### src/rtl/xdma_pkg.sv
// xDMA shared types: finish word layout, finish mailbox offset,
// AXI response codes and the writer FSM state encoding.
package xdma_pkg;

  localparam int unsigned ID_WIDTH   = 8;
  localparam int unsigned FROM_WIDTH = 8;

  typedef logic [ID_WIDTH-1:0]   id_t;
  typedef logic [FROM_WIDTH-1:0] from_t;

  // dma_id occupies the low bits, the sender id sits above it
  typedef struct packed {
    from_t from;
    id_t   dma_id;
  } xdma_to_remote_finish_t;

  localparam logic [63:0] FINISH_OFFSET = 64'h0;

  localparam logic [1:0] RESP_OKAY   = 2'b00;
  localparam logic [1:0] RESP_EXOKAY = 2'b01;

  localparam logic [1:0] ST_IDLE      = 2'd0;
  localparam logic [1:0] ST_ADDR_DATA = 2'd1;
  localparam logic [1:0] ST_WAIT_B    = 2'd2;
  localparam logic [1:0] ST_ACK       = 2'd3;

endpackage

### src/rtl/xdma_finish_writer.sv
// xDMA finish writer: turns a to-remote finish request into one
// single-beat AXI write of {from, dma_id} to remote_addr + FinishOffset.
// Ports: finish_valid_i/finish_ready_o request handshake (ready only
// after the B response), dma_id_i/remote_addr_i/cluster_id_i payload,
// aw_*/w_*/b_* AXI write channels, error_o sticky drop flag with
// error_clear_i, busy_o high outside IDLE.
module xdma_finish_writer
  import xdma_pkg::*;
#(
  parameter int unsigned           AddrWidth    = 64,
  parameter int unsigned           DataWidth    = 512,
  parameter int unsigned           IdWidth      = ID_WIDTH,
  parameter int unsigned           FromWidth    = FROM_WIDTH,
  parameter logic [AddrWidth-1:0]  FinishOffset = AddrWidth'(FINISH_OFFSET),
  parameter int unsigned           MaxRetries   = 3
) (
  input  logic                   clk_i,
  input  logic                   rst_ni,
  input  logic                   finish_valid_i,
  output logic                   finish_ready_o,
  input  logic [IdWidth-1:0]     dma_id_i,
  input  logic [AddrWidth-1:0]   remote_addr_i,
  input  logic [FromWidth-1:0]   cluster_id_i,
  output logic                   aw_valid_o,
  input  logic                   aw_ready_i,
  output logic [AddrWidth-1:0]   aw_addr_o,
  output logic                   w_valid_o,
  input  logic                   w_ready_i,
  output logic [DataWidth-1:0]   w_data_o,
  output logic [DataWidth/8-1:0] w_strb_o,
  output logic                   w_last_o,
  input  logic                   b_valid_i,
  output logic                   b_ready_o,
  input  logic [1:0]             b_resp_i,
  output logic                   error_o,
  input  logic                   error_clear_i,
  output logic                   busy_o
);

  localparam int unsigned RetryWidth =
    (MaxRetries > 0) ? $clog2(MaxRetries + 1) : 1;
  localparam logic [RetryWidth-1:0] RetryMax =
    RetryWidth'(MaxRetries);

  logic [1:0]            state;
  logic [IdWidth-1:0]    cap_id;
  logic [AddrWidth-1:0]  cap_addr;
  logic [FromWidth-1:0]  cap_from;
  logic                  aw_done;
  logic                  w_done;
  logic [RetryWidth-1:0] retry_cnt;
  logic                  error;

  logic                  aw_hs;
  logic                  w_hs;
  logic                  b_ok;
  xdma_to_remote_finish_t fin;

  assign aw_valid_o = (state == ST_ADDR_DATA) && !aw_done;
  assign w_valid_o  = (state == ST_ADDR_DATA) && !w_done;
  assign aw_hs      = aw_valid_o && aw_ready_i;
  assign w_hs       = w_valid_o && w_ready_i;
  assign b_ready_o  = (state == ST_WAIT_B);
  assign b_ok       = (b_resp_i == RESP_OKAY) ||
                      (b_resp_i == RESP_EXOKAY);

  assign finish_ready_o = (state == ST_ACK);
  assign busy_o         = (state != ST_IDLE);
  assign error_o        = error;

  always_comb begin
    fin        = '0;
    fin.dma_id = id_t'(cap_id);
    fin.from   = from_t'(cap_from);
  end

  // Payload is forced to zero while no beat is offered so the bus
  // is quiet in reset and idle.
  assign aw_addr_o = aw_valid_o ? (cap_addr + FinishOffset) : '0;
  assign w_data_o  = w_valid_o ? DataWidth'(fin) : '0;
  assign w_strb_o  = {(DataWidth/8){w_valid_o}};
  assign w_last_o  = w_valid_o;

  always_ff @(posedge clk_i or negedge rst_ni) begin
    if (!rst_ni) begin
      state     <= ST_IDLE;
      cap_id    <= '0;
      cap_addr  <= '0;
      cap_from  <= '0;
      aw_done   <= 1'b0;
      w_done    <= 1'b0;
      retry_cnt <= '0;
      error     <= 1'b0;
    end else begin
      // clear first so a same-cycle set below takes precedence
      if (error_clear_i) error <= 1'b0;
      unique case (state)
        ST_IDLE: begin
          if (finish_valid_i) begin
            cap_id   <= dma_id_i;
            cap_addr <= remote_addr_i;
            cap_from <= cluster_id_i;
            aw_done  <= 1'b0;
            w_done   <= 1'b0;
            state    <= ST_ADDR_DATA;
          end
        end
        ST_ADDR_DATA: begin
          if (aw_hs) aw_done <= 1'b1;
          if (w_hs)  w_done  <= 1'b1;
          if ((aw_done || aw_hs) && (w_done || w_hs))
            state <= ST_WAIT_B;
        end
        ST_WAIT_B: begin
          if (b_valid_i) begin
            if (b_ok) begin
              state <= ST_ACK;
            end else if (retry_cnt < RetryMax) begin
              retry_cnt <= retry_cnt + 1'b1;
              aw_done   <= 1'b0;
              w_done    <= 1'b0;
              state     <= ST_ADDR_DATA;
            end else begin
              // give up so upstream is never stuck on a dead remote
              error <= 1'b1;
              state <= ST_ACK;
            end
          end
        end
        ST_ACK: begin
          retry_cnt <= '0;
          aw_done   <= 1'b0;
          w_done    <= 1'b0;
          state     <= ST_IDLE;
        end
        default: state <= ST_IDLE;
      endcase
    end
  end

endmodule

### config.mk
export PLATFORM = sky130hd
export DESIGN_NAME = xdma_finish_writer
export DESIGN_NICKNAME = d
export VERILOG_FILES = /design/src/rtl/xdma_pkg.sv /design/src/rtl/xdma_finish_writer.sv
export SDC_FILE = /design/constraint.sdc
export NUM_CORES = 1
export LEC_CHECK = 0
export CORE_AREA = 2 2 287 289
export CTS_BUF_LIST = sky130_fd_sc_hd__clkbuf_2
export DETAILED_ROUTE_END_ITERATION = 12
export DIE_AREA = 0 0 289 291
export RECOVER_POWER = 50
export SLEW_MARGIN = 20
export SYNTH_ARGS = -nofsm -noshare
export SYNTH_HDL_FRONTEND = slang
export SYNTH_SLANG_ARGS = --single-unit
### constraint.sdc
create_clock -name clk_i -period 10.9 [get_ports clk_i]
set_input_delay 3.27 -clock clk_i [delete_from_list [all_inputs] [get_ports clk_i]]
set_output_delay 3.27 -clock clk_i [all_outputs]
set_load 0.05 [all_outputs]
### After elaboration in Yosys (flattened, before gate mapping)

Cells that the tools add are included.

* input port bits: 89
* output and inout port bits: 647
* bits in latches: 0
* memories kept: 0
* logic and storage cells: 65
* memory bits (read-only): 0
* flip-flop bits (word level): 87
* bits in writable memories: 0

* muxes and demuxes: 25
* shifts and indexed selects: 0
* bitwise logic cells: 0
* reductions and logical operators: 19
* eq/ne operators: 11
* magnitude comparators: 1
* $add $sub $neg: 1
* multipliers: 0
* divide/modulo/power cells: 0

Operators by type and width (number)
* $mux 64: 1
* $mux 16: 1
* $mux 2: 8
* $mux 1: 11
* $ne 2x2->1 const B: 5
* $reduce_and 5->1: 2
* $pmux 1 s4: 2
* $pmux 2 s4: 1
* $logic_and 1x1->1: 5
* $eq 2x1->1 const B: 2
* $eq 2x2->1 const B: 2
* $logic_not 2->1: 2
* $ne 2x1->1 const B: 2
* $pmux 2 s2: 1
* $reduce_and 4->1: 1
* $reduce_bool 2->1: 2
* $logic_or 1x1->1: 3
* $reduce_and 3->1: 1
* $add 2x1->2 const B: 1
* $logic_not 1->1: 2
* $lt 2x2->1 const B: 1
* $reduce_and 2->1: 1

### Longest topological paths before layout

* depth after elaboration: 7
* mapped depth: 6
* mapped depth without buffers: 4

### Least setup slack after synthesis

OpenSTA, ideal clock, no wires.

* path type: reg-to-output
* from: reg state[1]
* to: out w_data_o[10]
* path buffers: 1
* stages on the path, launching flop included: 5
* setup slack: 4.314 ns
* arrival time: 3.316 ns
* data required time: 7.630 ns
* path through: dfrtp_1 nand2b_1 nor2_1 clkbuf_1 and2_1

* longest elaborated chain between the ends: 3

Ends and longest elaborated chain
* from (decl): line xdma_finish_writer.sv:45 `logic [1:0] state;`
* from (signal assigned): line xdma_finish_writer.sv:86 `state <= ST_IDLE;`
* from (signal assigned): line xdma_finish_writer.sv:105 `state <= ST_ADDR_DATA;`
* from (signal assigned): line xdma_finish_writer.sv:112 `state <= ST_WAIT_B;`
* $eq 2x1->1: line xdma_finish_writer.sv:60 `assign w_valid_o = (state == ST_ADDR_DATA) && !w_done;`
* $logic_and 1x1->1: line xdma_finish_writer.sv:60
* named net w_last_o: line xdma_finish_writer.sv:31 `output logic w_last_o,`
* $mux 16: line xdma_finish_writer.sv:80 `assign w_data_o = w_valid_o ? DataWidth'(fin) : '0;`
* to (decl): line xdma_finish_writer.sv:29 `output logic [DataWidth-1:0] w_data_o,`

The timed path passes the listed nets, and every way through them passes these cells.

### Worst setup path after layout

* from: in finish_valid_i
* to: reg cap_addr[32]

* longest elaborated chain between the ends: 1

Ends and longest elaborated chain
* from (decl): line xdma_finish_writer.sv:19 `input logic finish_valid_i,`
* $reduce_and 2->1 (no line)
* to (signal assigned): line xdma_finish_writer.sv:101 `cap_addr <= remote_addr_i;`
* to (decl): line xdma_finish_writer.sv:47 `logic [AddrWidth-1:0] cap_addr;`

No other way between the ends.
A chain may end at the register's enable or synchronous reset.

==> flow_summary.json <==
{
  "status": "finished, violations left",
  "violations": "max-capacitance violations, max-slew violations",
  "routed.top_layer": "met4",
  "power_frac_clock_pct": 6.9,
  "syn-instance-count": 861,
  "period_needed_ns": 7.89,
  "gp_congestion": 0.656,
  "hold_viol_final": 0,
  "ant_nets": 0,
  "fmax_mhz": 127,
  "crit_arrival_ns": 8.40,
  "hp-class": "reg2reg",
  "clock-skew-final_ns": 0.0552,
  "die_area_um2": 84100,
  "p_sw_share_pct": 59.7,
  "power_frac_seq_pct": 18.9,
  "min_period_over_period_pct": 72.4,
  "power_density_nw_per_um2": 319,
  "synth.top_cell.area_share_pct": 51.7,
  "synth_edf_count": 0,
  "syn_avg_cell_area_um2": 9.45,
  "synth_mux_area_share_pct": 11.1,
  "worst_path_dominant_cell_family": "buffers and inverters",
  "cts.sinks": 87,
  "leakagePower_nw": 4.21,
  "clkSlewWorstSetupHoldPaths_ns": 0.21,
  "synth_cell_types": 24,
  "p_int_mw": 1.22,
  "root_buffer": "clkbuf_2",
  "ys.warnings.count": 0,
  "coreArea_um2": 81200,
  "cts_hold_buf": 0,
  "final_common_cell": "conb_1",
  "end_kind": "flip-flop",
  "switchingPower_mw": 1.82,
  "rsz0062_at_grt": "false",
  "die_w_um": 289,
  "startpoint_type": "input pin",
  "start_util_pct": 10.0,
  "grt_use_total_pct": 3.28,
  "clk-insertion-delay-late_ns": 0.64,
  "synth-compound-area-share_pct": 1.01,
  "portBuffers": 238,
  "cp.required_ns": 11.40,
  "crit_chain": "dlygate4sd3_1 -> inv_1 -> nor2_1 -> clkbuf_1 -> mux2_2",
  "synthArstFlopShare_pct": 100,
  "critPathSlowestCell": "clkbuf_1",
  "cap_violations": 4,
  "drt_wl_total_mm": 15.5,
  "r2r_slack_ns": 5.42,
  "synth_area_um2": 8140,
  "vdd_drop_max_mv": 0.210,
  "yosys.area_share.adder_pct": 0.154,
  "cts-buffers-inserted": 9,
  "via_per_inst": 2.10,
  "ys_ff_latch": 87,
  "final_util_pct": 11.7,
  "wl_met3_mm": 2.64,
  "vias": 4415,
  "finalNetCount": 1121,
  "antenna_found_initial": 0,
  "synth-xor-area-share_pct": 0,
  "ioPinCount": 736,
  "cts_tree": "built",
  "critPathMaxFanout": 62,
  "path_buf_inv": 3,
  "diodes": 0,
  "fin_tns_setup_ns": 0,
  "slew_violations": 173,
  "route.met2.wl_mm": 7.22,
  "yosys.area.top_type": "buf_4",
  "overflow": 0,
  "drtPass1Iterations": 4,
  "drt_first_iter_violations": 71,
  "cts-resized-gates": 0,
  "setup_violations": 0,
  "cts_max_path_buffers": 2,
  "p_comb_share_pct": 74.2,
  "synth_seq_area_share_pct": 26.7,
  "grt_pass1_wl_mm": 21.1,
  "drc": 0,
  "slew_headroom_pct": -142,
  "drive_above_1_share_pct": 8.89,
  "std_cell_rows": 105,
  "grt_pass1_vias": 3678,
  "synthFlopType": "dfrtp_1",
  "routedLengthMet1_mm": 5.47,
  "synthSimpleGateAreaFrac_pct": 7.50,
  "dp.final_hpwl_mm": 12.0,
  "worst_path_largest_cell_delay_ns": 2.61,
  "layout_common_cells": "conb_1 (496), clkdlybuf4s50_1 (234), dfrtp_1 (87)",
  "avgRoutedWirePerCell_um": 7.36,
  "area_growth_syn_to_layout_pct": 17.1,
  "cts_setup_buffers": 0,
  "htreeDepth": 3,
  "worst-setup-path-type": "in2reg",
  "synth_top_family_by_area": "buffers and inverters",
  "worstMarginPinSlew_ns": 3.63,
  "grt_max_degree": 79,
  "yosys-top-cells-area": "buf_4 (52%), dfrtp_1 (27%), mux2_2 (10%), and2_1 (6.2%), buf_6 (1.1%)",
  "die_h_um": 291
}
[per-layer routing]
metal,track usage (%),vias up
li1,-,1961
met2,5.04,413
met5,0,-
met3,2.12,9
met4,1.21,0
met1,3.60,2032
[sequential cells by signal (all words and copies together) (netlist names)]
register,flops
error_o,1
aw_done,1
cap_from,8
cap_id,8
retry_cnt,2
state,2
cap_addr,64
w_done,1
[power groups by stage]
stage,Sequential (mW),Clock (mW),Combinational (mW)
after floorplan,0.544,0,2.01
after global routing,0.598,0.239,2.35
final,0.574,0.210,2.25
after global placement,0.582,0,2.26
after CTS,0.578,0.229,2.27
after detailed placement,0.586,0,2.26
[cell usage after synthesis, types with 2 or more instances]
master    count
a21oi_1       2
and2_1       81
buf_4       561
buf_6         8
clkbuf_1      7
clkbuf_2      2
dfrtp_1      87
inv_1         4
mux2_1        8
mux2_2       72
nand2_1       3
nand2b_1      3
nand3_1       3
nand3b_1      3
nor2_1        2
o21a_1        2
o21ai_0       5
o221ai_1      2
[cell type report]
cell class,instances,area [um2]
clock buffers,9,45.0
clock inverters,6,93.8
fillers,9370,71700
inverters,4,15.0
multi-input cells,687,3470
flip-flops and latches,87,2180
well taps,1070,1340
repair buffers,242,2400
[through the flow]
stage	worst slack, ns	cells	area [um2]	hold WS (ns)	power [mW]
final	3.01	2105	9540	0.516	3.04
after global routing	2.61	2105	9540	0.542	3.19
after CTS	4.03	2105	9560	0.522	3.08
after detailed placement	4.92	2090	9420	0.467	2.85
after global placement	4.91	2090	9420	0.460	2.84
after floorplan	4.31	1356	10000	0.449	2.55
[cells by family after synthesis]
logic type | Yosys count
AO/OA/AOI/OAI | 13
adder cells (fa/ha/maj) | 1
buffers and inverters | 582
flip-flops | 87
multiplexers | 80
other | 1
AND/OR/NAND/NOR | 97
[path summary, 6_finish.rpt]
path	start	to	depth (start not counted)
worst max-delay path	finish_valid_i	cap_addr[32]	5
worst min-delay path	cap_addr[39]	cap_addr[39]	1
worst max register to register	state[1]	cap_addr[32]	4
worst min register to register	cap_addr[39]	cap_addr[39]	1
max in group asynchronous	rst_ni	cap_addr[1]	2
min in group asynchronous	rst_ni	cap_addr[0]	1
Note: power is estimated with default switching activity, not from simulation.
